$ cat src/rtl/sevenseg_pkg.sv
// Shared types and helpers for the multiplexed seven-segment scanner.
// Segment bit order is {g,f,e,d,c,b,a}; display pins are active-low.
package sevenseg_pkg;

  localparam int MAX_DIG = 16;

  localparam logic [6:0] SEG_BLANK = 7'h7F;
  localparam logic       SEG_ON    = 1'b0;
  localparam logic       AN_ON     = 1'b0;
  localparam logic       AN_OFF    = 1'b1;
  localparam logic       DP_OFF    = 1'b1;

  // Sized for the widest build; narrower builds leave upper bits zero.
  typedef struct packed {
    logic [4*MAX_DIG-1:0] digits;
    logic [MAX_DIG-1:0]   dp;
    logic [MAX_DIG-1:0]   blank;
    logic [MAX_DIG-1:0]   blink_mask;
    logic                 lz_en;
  } disp_set_t;

  function automatic logic [6:0] hex2seg(input logic [3:0] h);
    logic [6:0] on;
    case (h)
      4'h0:    on = 7'h3F;
      4'h1:    on = 7'h06;
      4'h2:    on = 7'h5B;
      4'h3:    on = 7'h4F;
      4'h4:    on = 7'h66;
      4'h5:    on = 7'h6D;
      4'h6:    on = 7'h7D;
      4'h7:    on = 7'h07;
      4'h8:    on = 7'h7F;
      4'h9:    on = 7'h6F;
      4'hA:    on = 7'h77;
      4'hB:    on = 7'h7C;
      4'hC:    on = 7'h39;
      4'hD:    on = 7'h5E;
      4'hE:    on = 7'h79;
      default: on = 7'h71;
    endcase
    return (SEG_ON == 1'b0) ? ~on : on;
  endfunction

endpackage

$ cat src/rtl/sevenseg_dec.sv
// Hex digit to active-low segment pattern, blanked when not enabled.
// One shared instance sits after the digit mux.
module sevenseg_dec
  import sevenseg_pkg::*;
(
  input  logic [3:0] hex_i,
  input  logic       en_i,
  output logic [6:0] seg_o
);

  assign seg_o = en_i ? hex2seg(hex_i) : SEG_BLANK;

endmodule

$ cat src/rtl/sevenseg_scan.sv
// Multiplexed N_DIG seven-segment scanner with PWM brightness and
// frame-synchronous updates; SEVENSEG_BLINK_EN adds per-digit blinking.
module sevenseg_scan
  import sevenseg_pkg::*;
#(
  parameter int N_DIG       = 8,
  parameter int REFRESH_DIV = 2**18,
  parameter int BRIGHT_W    = 4,
  parameter int BLINK_W     = 25
) (
  input  logic                  clk,
  input  logic                  rst,
  input  logic                  load,
  input  logic [4*N_DIG-1:0]    digits,
  input  logic [N_DIG-1:0]      dp_in,
  input  logic [N_DIG-1:0]      blank,
  input  logic [N_DIG-1:0]      blink_mask,
  input  logic                  lz_en,
  input  logic [BRIGHT_W-1:0]   bright,
  output logic                  upd_pend,
  output logic                  frame,
  output logic [6:0]            seg,
  output logic [N_DIG-1:0]      an,
  output logic                  dp
);

  localparam int SW = $clog2(REFRESH_DIV);
  localparam int IW = $clog2(N_DIG);
  localparam logic [SW-1:0] SLOT_LAST = SW'(REFRESH_DIV - 1);
  localparam logic [IW-1:0] IDX_LAST  = IW'(N_DIG - 1);

  logic [SW-1:0]       slot_q;
  logic [IW-1:0]       idx_q;
  logic [BRIGHT_W-1:0] pwm_q;
  logic [BRIGHT_W-1:0] bright_q;
  disp_set_t           pend_q;
  disp_set_t           act_q;
  logic                upd_q;
  logic                frame_q;
  logic [6:0]          seg_q;
  logic [N_DIG-1:0]    an_q;
  logic                dp_q;

  disp_set_t        ld_set;
  logic             tick;
  logic             commit;
  logic [3:0]       idx_w;
  logic [5:0]       hex_base;
  logic [3:0]       cur_hex;
  logic             nz_above;
  logic             lz_hide;
  logic             hide_blink;
  logic             vis;
  logic             drive;
  logic             lit;
  logic [6:0]       seg_d;
  logic [N_DIG-1:0] an_d;
  logic             dp_d;
  logic             unused_ok;

  assign tick     = (slot_q == SLOT_LAST);
  assign commit   = tick && (idx_q == IDX_LAST);
  assign idx_w    = 4'(idx_q);
  assign hex_base = 6'({idx_q, 2'b00});

  always_comb begin
    ld_set = '0;
    ld_set.digits[4*N_DIG-1:0] = digits;
    ld_set.dp[N_DIG-1:0]       = dp_in;
    ld_set.blank[N_DIG-1:0]    = blank;
`ifdef SEVENSEG_BLINK_EN
    ld_set.blink_mask[N_DIG-1:0] = blink_mask;
`endif
    ld_set.lz_en = lz_en;
  end

`ifdef SEVENSEG_BLINK_EN
  logic [BLINK_W-1:0] blink_q;

  always_ff @(posedge clk) begin
    if (rst) blink_q <= '0;
    else     blink_q <= blink_q + BLINK_W'(1);
  end

  assign hide_blink = blink_q[BLINK_W-1] && act_q.blink_mask[idx_w];
`else
  assign hide_blink = 1'b0;
`endif

  // Leading zeros: this digit and every more-significant one are zero.
  always_comb begin
    nz_above = 1'b0;
    for (int j = 0; j < N_DIG; j++) begin
      if (j >= int'(idx_q) && act_q.digits[4*j +: 4] != 4'd0)
        nz_above = 1'b1;
    end
  end

  assign cur_hex = act_q.digits[hex_base +: 4];
  assign lz_hide = act_q.lz_en && (idx_q != '0) && !nz_above;
  assign vis     = !act_q.blank[idx_w] && !lz_hide && !hide_blink;
  assign drive   = (&bright_q) || (pwm_q < bright_q);
  assign lit     = vis && drive;

  sevenseg_dec u_dec (
    .hex_i (cur_hex),
    .en_i  (lit),
    .seg_o (seg_d)
  );

  assign an_d = lit ? ~(N_DIG'(1) << idx_q) : {N_DIG{AN_OFF}};
  assign dp_d = lit ? ~act_q.dp[idx_w] : DP_OFF;

  always_ff @(posedge clk) begin
    if (rst) begin
      slot_q   <= '0;
      idx_q    <= '0;
      pwm_q    <= '0;
      bright_q <= '0;
      pend_q   <= '0;
      act_q    <= '0;
      upd_q    <= 1'b0;
      frame_q  <= 1'b0;
      seg_q    <= SEG_BLANK;
      an_q     <= {N_DIG{AN_OFF}};
      dp_q     <= DP_OFF;
    end else begin
      pwm_q   <= pwm_q + BRIGHT_W'(1);
      slot_q  <= tick ? '0 : slot_q + SW'(1);
      frame_q <= commit;
      if (tick) begin
        idx_q    <= (idx_q == IDX_LAST) ? '0 : idx_q + IW'(1);
        bright_q <= bright;
      end
      if (load)
        pend_q <= ld_set;
      // A load landing on the commit edge bypasses the pending set.
      if (commit) begin
        act_q <= load ? ld_set : pend_q;
        upd_q <= 1'b0;
      end else if (load) begin
        upd_q <= 1'b1;
      end
      seg_q <= seg_d;
      an_q  <= an_d;
      dp_q  <= dp_d;
    end
  end

  assign unused_ok = ^{blink_mask, act_q, AN_ON};

  assign upd_pend = upd_q;
  assign frame    = frame_q;
  assign seg      = seg_q;
  assign an       = an_q;
  assign dp       = dp_q;

endmodule
$ cat config.mk
export PLATFORM = sky130hd
export DESIGN_NAME = sevenseg_scan
export DESIGN_NICKNAME = d
export VERILOG_FILES = /design/src/rtl/sevenseg_pkg.sv /design/src/rtl/sevenseg_dec.sv /design/src/rtl/sevenseg_scan.sv
export SDC_FILE = /design/constraint.sdc
export NUM_CORES = 1
export LEC_CHECK = 0
export BUFFER_PORTS_ARGS = -buffer_cell sky130_fd_sc_hd__buf_2
export CORE_MARGIN = 5
export CORE_UTILIZATION = 51
export DETAILED_ROUTE_END_ITERATION = 6
export PLACE_DENSITY = 0.75
export SETUP_SLACK_MARGIN = 0.4
export SYNTH_ARGS = -nofsm -noshare
export SYNTH_HDL_FRONTEND = slang
export SYNTH_SLANG_ARGS = --single-unit
$ cat constraint.sdc
create_clock -name clk -period 2.4 [get_ports clk]
set_clock_uncertainty 0.2 [all_clocks]
set_input_delay 0.36 -clock clk [delete_from_list [all_inputs] [get_ports clk]]
set_output_delay 0.36 -clock clk [all_outputs]
set_load 0.03 [all_outputs]
### Word-level counts from Yosys, hierarchy flattened

Memories as Yosys holds them, arrays and structs flattened.
Index checks and enable logic that the tools add are counted.

* flip-flop bits (word level): 225
* word-level logic and storage cells: 81
* bits of input ports: 64
* bits in read-only memories: 112
* output and inout port bits: 18
* memories: 1

* $lt $le $gt $ge: 9
* add/sub/neg operators: 3
* eq/ne operators: 2
* shift-type cells: 2
* bitwise operators: 4
* muxes and demuxes: 14
* reductions and logical operators: 29

Memories
* (name not given): depth 16, bits a word 7, read ports 1, clocked after memory_dff 0, write ports 0, RTL line sevenseg_pkg.sv:24 `case (h)`

Operators by type and width (count)
* 2-to-1 mux 113 bit: 1
* indexed part select 64 x 6 -> 4 bit: 1
* nonzero test 4 bit: 8
* adder 18 x 1 -> 18 bit, second input constant: 1
* == test 18 bit, second input constant: 1
* logical AND 1 bit: 12
* 2-to-1 mux 1 bit: 10
* >= comparator 3 bit, first input constant: 3
* NOT 8 bit: 1
* << shifter 1 x 3 -> 8 bit, first input constant: 1
* NOT 7 bit: 1
* binary-select mux 1 bit (select 3 bit): 2
* >= comparator 1 x 3 -> 1 bit, first input constant: 2
* >= comparator 2 x 3 -> 1 bit, first input constant: 2
* OR reduction 2 bit: 3
* less-than comparator 3 x 5 -> 1 bit, second input constant: 1
* adder 4 x 1 -> 4 bit, second input constant: 1
* less-than comparator 4 bit: 1
* AND reduction 4 bit: 1
* adder 3 x 1 -> 3 bit, second input constant: 1
* == test 3 bit, second input constant: 1
* zero test 1 bit: 3
* 2-to-1 mux 3 bit: 1
* nonzero test 3 bit: 1
* 2 further kinds: 3

### Longest topological paths before layout

Gate-level depths: netlist of run 1.

* depth in word-level cells: 17
* gate-level depth with buffers: 11

### Hierarchy

Synthesis of run 1 repeated with hierarchy kept, for this count alone.

* cells, all modules: 601
* area total of the unflattened synthesis: 6029.5 um^2

By module, submodules not included
* sevenseg_scan: instances 1, area each 5758.0 um^2, cells an instance 566, seq. area each 2902.8 um^2
* sevenseg_dec: instances 1, area each 271.5 um^2, cells an instance 35, seq. area each 0.0 um^2

### Worst setup path before layout of run 1

Ideal clock, no wire load.

* path kind: reg2reg
* start point: register idx_q[0]
* end point: register an_q[4], in the netlist an[4]
* library setup time: 0.138 ns
* setup slack: -0.050 ns
* clock period less this slack: 2.450 ns
* stages on the path, launching flop included: 12
* arrival time: 2.111 ns
* data required time: 2.062 ns
* cell sequence: dfxtp_1 > buf_6 > buf_6 > inv_1 > ha_1 > o21bai_1 > o41ai_1 > a41oi_1 > a2111oi_2 > a2111oi_4 > buf_6 > nand3_1

* cells in the longest elaborated chain, start to end: 17

RTL lines
* start, declared: RTL line sevenseg_scan.sv:33 `logic [IW-1:0] idx_q;`
* start signal, assigned: RTL line sevenseg_scan.sv:132 `idx_q <= (idx_q == IDX_LAST) ? '0 : idx_q + IW'(1);`
* >= comparator 1 x 3 -> 1 bit: RTL line sevenseg_scan.sv:94 `if (j >= int'(idx_q) && act_q.digits[4*j +: 4] != 4'd0)`
* logical AND 1 bit: RTL line sevenseg_scan.sv:94
* 2-to-1 mux 1 bit (8 in series): RTL line sevenseg_scan.sv:94
* zero test 1 bit: RTL line sevenseg_scan.sv:100 `assign lz_hide = act_q.lz_en && (idx_q != '0) && !nz_above;`
* logical AND 1 bit: RTL line sevenseg_scan.sv:100
* zero test 1 bit: RTL line sevenseg_scan.sv:101 `assign vis = !act_q.blank[idx_w] && !lz_hide && !hide_blink;`
* logical AND 1 bit: RTL line sevenseg_scan.sv:101
* logical AND 1 bit: RTL line sevenseg_scan.sv:103 `assign lit = vis && drive;`
* NOT 1 bit (no source line)
* OR reduction 2 bit (no source line)
* end signal, assigned: RTL line sevenseg_scan.sv:125 `an_q <= {N_DIG{AN_OFF}};`
* end signal, assigned: RTL line sevenseg_scan.sv:145 `an_q <= an_d;`
* end, declared: RTL line sevenseg_scan.sv:41 `logic [N_DIG-1:0] an_q;`

Parallel ways exist; a longest one is shown, timed or not. The select of a mux whose other input is x is not followed.
A chain may end at the register's enable or synchronous reset.

### Final worst setup path of run 1

Ends and elaborated chain as after synthesis.

==> flow_metrics.tcl, run 1 <==
set metrics [dict create \
    fin_nets 841 \
    fmax_ghz 0.424 \
    synth.yosys.seq_area_share 0.510 \
    coreArea_um2 10900 \
    drtAntennaViolNets 0 \
    hold_viol 0 \
    first_pass_iters 6 \
    synth_xor_area_frac 0.0292 \
    slew_violations 0 \
    cts_tree "built" \
    grt_pass1_wl_um 25600 \
    pwr-share-clk 0.476 \
    syn_area_um2 5690 \
    min_path_type "in2reg" \
    drt-initial-drc-count 405 \
    die_y_um 116 \
    drc_errors 0 \
    combPwrFrac 0.078 \
    rsz0062_at_grt "true" \
    synth_compound_area_frac 0.0848 \
    cp.arrival_ps 2560 \
    status "completed" \
    synth_async_sr_flop_share 0 \
    ys_ff_latch 145 \
    crit_required_ps 2600 \
    synth_mux_area_frac 0.149 \
    tightestPinTransition_ps 641 \
    synth_top_family_by_area "simple AND/OR/NAND/NOR gates" \
    via_per_inst 5.77 \
    synth_edf_count 0 \
    cp-end-kind "flop" \
    wire_per_inst_um 20.0 \
    p_sw_w 0.00126 \
    synth.distinct_cells 48 \
    grt_pass1_vias 5199 \
    timing.hold.ws_ps 89.0 \
    irDropWorstVdd_mv 0.536 \
    grt_max_degree 36 \
    rows 38 \
    setup_violations 0 \
    die-area_um2 13400 \
    p_per_area_nw_per_um2 672 \
    cts-root-buf "clkbuf_8" \
    insertedDiodeCount 0 \
    cts_buffers 17 \
    synth-simple-area-share 0.153 \
    finalCritPeriodShare 0.982 \
    p_leak_nw 3.49 \
    p_sw_frac 0.224 \
    die_x_um 116 \
    pin_count 82 \
    nFillCells 600 \
    worst_setup_path_start_kind "flop" \
    place.gp.congestion 0.889 \
    synth_warnings 0 \
    io_buffers 73 \
    fin_util 0.767 \
    syn2layout_area_growth_pct 46.6 \
    drive_above_1_share 0.331 \
    dp_hpwl_um 8560 \
    synthAdderAreaFrac 0.0374 \
    htreeDepth 4 \
    power.total_w 0.00561 \
    synthFlopType "dfxtp_1" \
    drt_wl_total_um 18300 \
    grt_overflow_total 0 \
    p_seq_frac 0.447 \
    antenna_found_initial 0 \
    insertion_delay_ps 540 \
    route.vias.total 5267 \
    crit_fanout 5 \
    numClockSinks 145 \
    avgSynthCellArea_um2 9.87 \
    crit_type "reg2reg" \
    syn_nets 658 \
    grt_usage 0.247 \
    cap_violations 0 \
    finalCriticalPeriod_ps 2360 \
    clock_path_buffers 2 \
    p_int_w 0.00435 \
    start_util 0.523 \
    synth_cells 577 \
    clk_pin_slew_ps 60 \
    relSlewSlack 0.573 \
]
[power groups by stage]
stage               Clock (W)  Sequential [W]  Combinational, W
finish                0.00267         0.00250          0.000437
global placement            0         0.00255          0.000288
floorplan                   0         0.00257          0.000166
global route          0.00279         0.00251          0.000472
CTS                   0.00267         0.00250          0.000397
detailed placement          0         0.00255          0.000295
[layout by cell type, fill, tap and decap left out, types with 4 or more instances in the layout]
| master | n |
|---|---|
| a21oi_1 | 7 |
| a21oi_4 | 4 |
| and3_1 | 4 |
| buf_12 | 9 |
| buf_2 | 73 |
| buf_4 | 43 |
| buf_6 | 12 |
| clkbuf_16 | 18 |
| clkbuf_8 | 4 |
| clkinv_2 | 4 |
| dfxtp_1 | 137 |
| dfxtp_2 | 7 |
| dlygate4sd3_1 | 53 |
| ha_1 | 10 |
| ha_4 | 6 |
| inv_1 | 7 |
| inv_2 | 4 |
| mux2i_1 | 53 |
| mux4_2 | 12 |
| nand2_1 | 74 |
| nand2_2 | 8 |
| nand3_1 | 12 |
| nor2_1 | 72 |
| o21ai_0 | 41 |
| o21ai_1 | 4 |
| o21ai_2 | 6 |
| xnor2_1 | 7 |
| xor2_1 | 11 |
[flip-flops by register name (all words and copies together), names as in the netlist]
name / flops
act_q: 49
pend_q: 49
slot_q: 18
an: 8
seg: 7
bright_q: 4
pwm_q: 4
idx_q: 3
dp: 1
frame: 1
upd_pend: 1
[metal layers]
metal / share of wire / wire length, um / GRT usage
met2: 0.50 / 9130 / 0.427
met5: 0 / 0 / 0
met3: 0.082 / 1500 / 0.0705
met1: 0.37 / 6740 / 0.288
met4: 0.050 / 923 / 0.102
[per-stage QoR]
| step | TNS (ps) | setup WS [ps] | std cells | instance area, um^2 |
|---|---|---|---|---|
| finish | 0 | 42.4 | 913 | 8350 |
| global route | -349 | -59.6 | 913 | 8350 |
| CTS | 0 | 176 | 899 | 8010 |
| detailed placement | -7030 | -184 | 777 | 6310 |
| global placement | -6120 | -146 | 777 | 6310 |
| floorplan | 0 | 228 | 577 | 5750 |
[kinds of logic after synthesis]
group	after synthesis
xor gates and xnor gates	19
DFF	145
buffers and inverters	46
muxes	67
AOI/OAI and AO/OA	79
adders and majority gates	17
and+or+nand+nor	204
[worst max-delay path, stage by stage, from the launching register on]
cell,delay [ps]
dfxtp_4,360
buf_6,120
buf_16,120
buf_6,110
o21bai_4,160
o41ai_4,110
a41oi_2,230
a2111oi_4,80
a2111oi_4,330
buf_6,190
buf_6,130
nand3_2,60
[cell usage after synthesis (2+ instances only)]
master / number / share of area
nand4_1: 2 / 0.0022
nand2b_1: 2 / 0.0022
or4_1: 2 / 0.0026
inv_1: 11 / 0.0073
buf_1: 10 / 0.0066
mux4_1: 3 / 0.014
o221ai_1: 4 / 0.0062
nor2_1: 77 / 0.051
mux2i_1: 53 / 0.093
ha_1: 17 / 0.037
nor2b_1: 2 / 0.0022
a21o_1: 2 / 0.0026
mux4_2: 9 / 0.036
a21oi_1: 9 / 0.0079
o21ai_0: 51 / 0.045
clkbuf_1: 16 / 0.011
nand3b_1: 2 / 0.0026
xnor2_1: 7 / 0.011
and2_1: 4 / 0.0044
nor4_1: 3 / 0.0033
buf_6: 4 / 0.0079
nand3_1: 16 / 0.014
and3_1: 4 / 0.0044
dfxtp_1: 145 / 0.51
and4_1: 3 / 0.0046
nand2_1: 83 / 0.055
xor2_1: 12 / 0.018
o41ai_1: 2 / 0.0031
buf_2: 3 / 0.0026
[layout make-up]
class | instances | area (um^2) | share of cell area
timing repair buffer | 195 | 1670 | 0.200
inverter | 12 | 50.0 | 0.00600
clock inverter | 10 | 133 | 0.0159
clock buffer | 22 | 463 | 0.0555
sequential | 145 | 2920 | 0.349
tap | 140 | 175 | 0.0210
multi-input combinational | 389 | 2940 | 0.353
[worst paths after layout]
path	startpoint	endpoint	slack [ps]	cells after the start
max	idx_q[0]$_SDFFE_PP0N_	an[4]$_SDFF_PP1_	40	11
min	load	pend_q[33]$_SDFF_PP0_	90	3
max reg2reg	idx_q[0]$_SDFFE_PP0N_	an[4]$_SDFF_PP1_	40	11
min reg2reg	act_q[18]$_SDFFE_PP0P_	act_q[18]$_SDFFE_PP0P_	250	2
[timing repair]
item	4_1_cts	5_1_grt
setup buffers	30	12
pin swaps	22	14
hold buffers	53	0
cloned	7	2
gates resized for setup	65	39
endpoints found under the setup margin	87	74
endpoints found under the hold margin	101	0
Power figures use the tool's default switching activity.
==> inputs of run 2 (changes only) <==
--- a/config.mk
+++ b/config.mk
@@ -8,9 +8,10 @@
 export BUFFER_PORTS_ARGS = -buffer_cell sky130_fd_sc_hd__buf_2
 export CORE_MARGIN = 5
-export CORE_UTILIZATION = 51
+export CORE_UTILIZATION = 52
 export DETAILED_ROUTE_END_ITERATION = 6
-export PLACE_DENSITY = 0.75
+export PLACE_DENSITY = 0.76
 export SETUP_SLACK_MARGIN = 0.4
 export SYNTH_ARGS = -nofsm -noshare
 export SYNTH_HDL_FRONTEND = slang
+export SYNTH_HIERARCHICAL = 1
 export SYNTH_SLANG_ARGS = --single-unit
==> constraint.sdc (replaced) <==
create_clock -name clk -period 2.4 [get_ports clk]
set_clock_uncertainty 0.2 [all_clocks]
set_input_delay 0.24 -clock clk [delete_from_list [all_inputs] [get_ports clk]]
set_output_delay 0.24 -clock clk [all_outputs]
set_load 0.03 [all_outputs]
==> run 2 against run 1 <==
Sequential share of layout area grew 0.56 points. Non-clock buffer count shrank 29. Clock power is 8.2% higher. Total power is 3.7% higher. Fmax rose by 0.43%. Sequential power hardly changed. Clock-buffer cell count is 4 lower. First-iteration DRC count shrank 11%. Critical path type unchanged. Highest routed layer unchanged.
==> flow_metrics.tcl, run 2 <==
set metrics [dict create \
    drtAntennaViolNets 0 \
    insertedDiodeCount 0 \
    r2r_slack_ps 50 \
    power.total_w 0.00582 \
    start_util 0.530 \
    status "completed" \
    avgSynthCellArea_um2 10.0 \
    wire_per_inst_um 16.1 \
    irDropWorstVdd_mv 0.573 \
    cts_tree "built" \
    netlist_top_cells_area "dfxtp_1, mux2i_1, o21ai_2" \
    grt_pass1_vias 4858 \
    grt_usage 0.206 \
    cts_buffers 17 \
    place_inst 812 \
    ys_ff_latch 145 \
    drt_wl_total_um 14600 \
    syn_area_um2 6030 \
    syn_nets 682 \
    clk_pin_slew_ps 60 \
    drt-initial-drc-count 362 \
    via_per_inst 5.33 \
    cp.arrival_ps 2460 \
    path_cells "mux4_2 > nand2_2 > nand2_4 > inv_4 > buf_4 > ha_4 > a211oi_2 > a311o_1 > or2_4" \
    grt_max_degree 51 \
    numClockSinks 145 \
    final_cells 909 \
    cap_violations 0 \
    tightestPinTransition_ps 435 \
    finalCriticalPeriod_ps 2350 \
    fmax_ghz 0.426 \
    coreArea_um2 11400 \
    yosysMostFrequentCell "dfxtp_1" \
    hold_viol 0 \
    synth_cells 601 \
    antenna_found_initial 0 \
    synth_warnings 6 \
    grt_overflow_total 0 \
    final_cell_mix "dfxtp_1, nor2_1, nand2_1, buf_2, dlygate4sd3_1" \
    drc_errors 0 \
    relSlewSlack 0.710 \
    slowest_stage "mux4_2" \
    mostFrequentLayoutCell "dfxtp_1" \
    worst_setup_path_start_kind "flop" \
    synthFlopType "dfxtp_1" \
    final_area_um2 8240 \
    die_x_um 118 \
    synth_edf_count 0 \
    crit_type "reg2reg" \
    place.gp.congestion 0.922 \
    io_buffers 73 \
    synth.yosys.seq_area_share 0.481 \
    grt_pass1_wl_um 23600 \
    crit_buf_inv 2 \
    pin_count 82 \
    synth_top_cell_area_share 0.481 \
    synth_async_sr_flop_share 0 \
    htreeDepth 4 \
    rows 39 \
    ys_top_cells_by_count "dfxtp_1, nand2_1, nor2_1" \
    yosys.area.top_type "dfxtp_1" \
    synth.distinct_cells 57 \
    crit_fanout 8 \
    slew_violations 0 \
    die_y_um 118 \
    first_pass_iters 6 \
    cpLargestDelayFamily "multiplexers" \
    drive_above_1_share 0.359 \
    rsz0062_at_grt "true" \
    fin_nets 834 \
    finalCritPeriodShare 0.978 \
    clock_path_buffers 2 \
    dp_hpwl_um 8870 \
    cts-root-buf "clkbuf_16" \
    placed_area_um2 6700 \
    p_per_area_nw_per_um2 706 \
    insertion_delay_ps 430 \
    die-area_um2 13800 \
    reg_top3 "act_q x49, pend_q x49, slot_q x18" \
    crit_required_ps 2520 \
    cp-end-kind "flop" \
    setup_violations 0 \
    p_leak_nw 3.41 \
    route.vias.total 4841 \
    syn2layout_area_growth_pct 36.7 \
    critPathMaxStageDelay_ps 530 \
    timing.hold.ws_ps 38.1 \
    min_path_type "in2reg" \
]
[run 2: changes by cell type after synthesis, moves of 4 or more]
cell | previous run | this run
o21ai_2 | 0 | 49
o21ai_0 | 51 | 4
or2_2 | 1 | 7
buf_1 | 10 | 5
nand2b_1 | 2 | 6
o221ai_1 | 4 | 0
[run 2: metal layers]
metal / track usage / up-vias / wire (um)
li1: - / 2384 / -
met1: 0.250 / 2311 / 6260
met2: 0.349 / 124 / 7440
met3: 0.0591 / 22 / 685
met4: 0.0731 / 0 / 245
met5: 0 / - / 0
[run 2: stage by stage]
stage / setup slack [ps] / TNS, ps / util
after CTS: -3.78 / -3.78 / 0.700
final: 52.6 / 0 / 0.725
after floorplan: -129 / -310 / -
after global placement: 11.6 / 0 / 0.589
after detailed placement: -89.1 / -104 / 0.589
after global routing: -31.3 / -40.7 / 0.725
[run 2: cell families after synthesis]
logic type	share of synthesized area
adders and majority gates	0.0353
AOI/OAI and AO/OA	0.120
xor gates and xnor gates	0.0232
and+or+nand+nor	0.171
muxes	0.131
DFF	0.481
buffers and inverters	0.0378
[run 2: cell type report]
| class | count | area (um^2) |
|---|---|---|
| clock inverter | 14 | 211 |
| sequential | 145 | 2930 |
| fill | 750 | 3130 |
| clock buffer | 18 | 439 |
| tap | 143 | 179 |
| inverter | 13 | 51.3 |
| multi-input combinational | 410 | 3150 |
| timing repair buffer | 166 | 1290 |
[run 2: final timing paths]
| check | start | end | cells past startpoint |
|---|---|---|---|
| max reg2reg | idx_q[0]$_SDFFE_PP0N_ | seg[4]$_SDFF_PP1_ | 9 |
| max | idx_q[0]$_SDFFE_PP0N_ | seg[4]$_SDFF_PP1_ | 9 |
| min | rst | pend_q[50]$_SDFF_PP0_ | 2 |
| min reg2reg | slot_q[0]$_SDFF_PP0_ | slot_q[0]$_SDFF_PP0_ | 1 |
[run 2: what timing repair did]
item,in CTS,in global routing
buffers inserted,2,8
setup endpoints to repair,79,73
cloned,0,2
pin swaps,5,15
hold endpoints to repair,102,0
resized for setup,17,44
hold buffers,53,0
[run 2: power breakdown]
| part | leakage, nW | total (W) | switching [W] | internal [W] |
|---|---|---|---|---|
| sequential | 1.19 | 0.00250 | 0.0000267 | 0.00248 |
| combinational | 1.91 | 0.000432 | 0.000222 | 0.000210 |
| clock | 0.316 | 0.00289 | 0.00102 | 0.00187 |
| total | 3.41 | 0.00582 | 0.00127 | 0.00455 |
==> inputs of run 3 (changes only) <==
--- a/config.mk
+++ b/config.mk
@@ -11,5 +11,4 @@
 export DETAILED_ROUTE_END_ITERATION = 6
 export PLACE_DENSITY = 0.76
-export SETUP_SLACK_MARGIN = 0.4
 export SYNTH_ARGS = -nofsm -noshare
 export SYNTH_HDL_FRONTEND = slang
==> constraint.sdc (replaced) <==
create_clock -name clk -period 2.4 [get_ports clk]
set_clock_uncertainty 0.2 [all_clocks]
set_input_delay 0.36 -clock clk [delete_from_list [all_inputs] [get_ports clk]]
set_output_delay 0.36 -clock clk [all_outputs]
set_load 0.03 [all_outputs]
==> run 3 against run 2 <==
Final cell count decreased by 5.5%. Hold slack got worse by 20 ps. Via count decreased by 5.4%. Global-route usage decreased by 1.3 points. Sequential power about the same. Critical path type unchanged. Utilization fell by 6.3 points.
==> flow_metrics.tcl, run 3 (synthesis gave the netlist of run 2 again) <==
set metrics [dict create \
    die_x_um 118 \
    r2r_slack_ps 10 \
    place.gp.congestion 0.876 \
    cts-root-buf "clkbuf_16" \
    fin_nets 784 \
    insertedDiodeCount 0 \
    insertion_delay_ps 420 \
    die-area_um2 13800 \
    grt_overflow_total 0 \
    worst_setup_path_start_kind "flop" \
    wire_per_inst_um 15.2 \
    clock_path_buffers 2 \
    nFillCells 855 \
    worstReg2RegStart "idx_q[0]$_SDFFE_PP0N_" \
    rows 39 \
    rsz0062_at_grt "true" \
    finalCritPeriodShare 0.995 \
    first_pass_iters 5 \
    cts_tree "built" \
    register_area_um2 2910 \
    r2r_cells 10 \
    cap_violations 0 \
    numClockSinks 145 \
    setup_violations 0 \
    min_path_type "in2reg" \
    reg_top3 "act_q x49, pend_q x49, slot_q x18" \
    final_area_um2 7520 \
    cp.arrival_ps 2490 \
    finalCriticalPeriod_ps 2390 \
    grt_pass1_wl_um 22100 \
    crit_fanout 8 \
    grt_usage 0.193 \
    pin_count 82 \
    tns_ps 0 \
    irDropWorstVdd_mv 0.653 \
    die_y_um 118 \
    clk_pin_slew_ps 60 \
    placed_area_um2 6770 \
    drt-initial-drc-count 285 \
    dp_hpwl_um 9340 \
    timing.hold.ws_ps 18.2 \
    fmax_ghz 0.419 \
    antenna_found_initial 0 \
    worstHoldStart "blank[0]" \
    io_buffers 73 \
    grt_pass1_vias 4675 \
    drt_wl_total_um 13100 \
    via_per_inst 5.33 \
    coreArea_um2 11400 \
    final_cell_mix "dfxtp_1, nand2_1, nor2_1, buf_2, mux2i_1" \
    syn2layout_area_growth_pct 24.8 \
    crit_type "reg2reg" \
    start_util 0.530 \
    hold_end "pend_q[17]$_SDFF_PP0_" \
    tightestPinTransition_ps 666 \
    htreeDepth 4 \
    p_leak_nw 3.15 \
    drc_errors 0 \
    drtAntennaViolNets 0 \
    status "completed" \
    hold_viol 0 \
    drive_above_1_share 0.346 \
    slew_violations 0 \
    multi_input_comb_area_um2 2980 \
    crit_required_ps 2510 \
    p_per_area_nw_per_um2 756 \
    cp-end-kind "flop" \
    mostFrequentLayoutCell "dfxtp_1" \
    rr_endpoint "seg[4]$_SDFF_PP1_" \
    hold_depth 3 \
    relSlewSlack 0.552 \
    grt_max_degree 51 \
    route.vias.total 4579 \
    cts_buffers 17 \
]
run 3: what timing repair did:
action                                  CTS  global route
endpoints found under the hold margin     4             0
buffers inserted                          1             0
gates resized for setup                   8            12
hold buffers                              4             0
pin swaps                                 0             1
endpoints found under the setup margin    7             7
run 3: through the flow:
stage	power [W]	worst slack [ps]	instances	utilization
finish	0.00569	12.2	859	0.662
global route	0.00590	-97.4	859	0.662
CTS	0.00573	0.123	859	0.658
detailed placement	0.00290	-201	822	0.595
global placement	0.00289	-120	822	0.595
floorplan	0.00278	-129	601	-
run 3: area by class of cell:
class / count / share of cell area
timing repair buffer: 116 / 0.100
clock buffer: 20 / 0.0620
clock inverter: 12 / 0.0238
multi-input combinational: 410 / 0.397
inverter: 13 / 0.00649
tap: 143 / 0.0238
sequential: 145 / 0.387
run 3: how the worst max path moves through the flow:
stage                                   startpoint                 to  depth (start not counted)
final                        idx_q[0]$_SDFFE_PP0N_  seg[4]$_SDFF_PP1_                         10
after global routing         idx_q[0]$_SDFFE_PP0N_  seg[4]$_SDFF_PP1_                         10
after CTS                 bright_q[1]$_SDFFE_PP0N_  seg[4]$_SDFF_PP1_                          9
after detailed placement     idx_q[0]$_SDFFE_PP0N_  seg[1]$_SDFF_PP1_                          9
after global placement       idx_q[0]$_SDFFE_PP0N_  seg[1]$_SDFF_PP1_                          9
after floorplan           bright_q[1]$_SDFFE_PP0N_  seg[4]$_SDFF_PP1_                          9
run 3: critical path, cell delays in order, from the launching register on:
cell and delay [ps]:
dfxtp_4 380, buf_4 170, inv_2 110, ha_2 210, o21bai_1 150, a21oi_1 110
o2111ai_2 210, and2_4 200, inv_2 40, a311o_1 270, or2_4 220
run 3: routing by layer:
layer | share of wire | vias to the layer above | GRT usage
met5 | 0 | - | 0
met4 | 0.013 | 0 | 0.0552
met3 | 0.048 | 16 | 0.0658
met2 | 0.50 | 105 | 0.318
met1 | 0.43 | 2180 | 0.241
li1 | - | 2278 | -
run 3: report_power, final:
group	switching, W	leakage [nW]	internal, W
registers	0.0000248	1.18	0.00248
clock network	0.00101	0.309	0.00183
logic	0.000202	1.66	0.000153
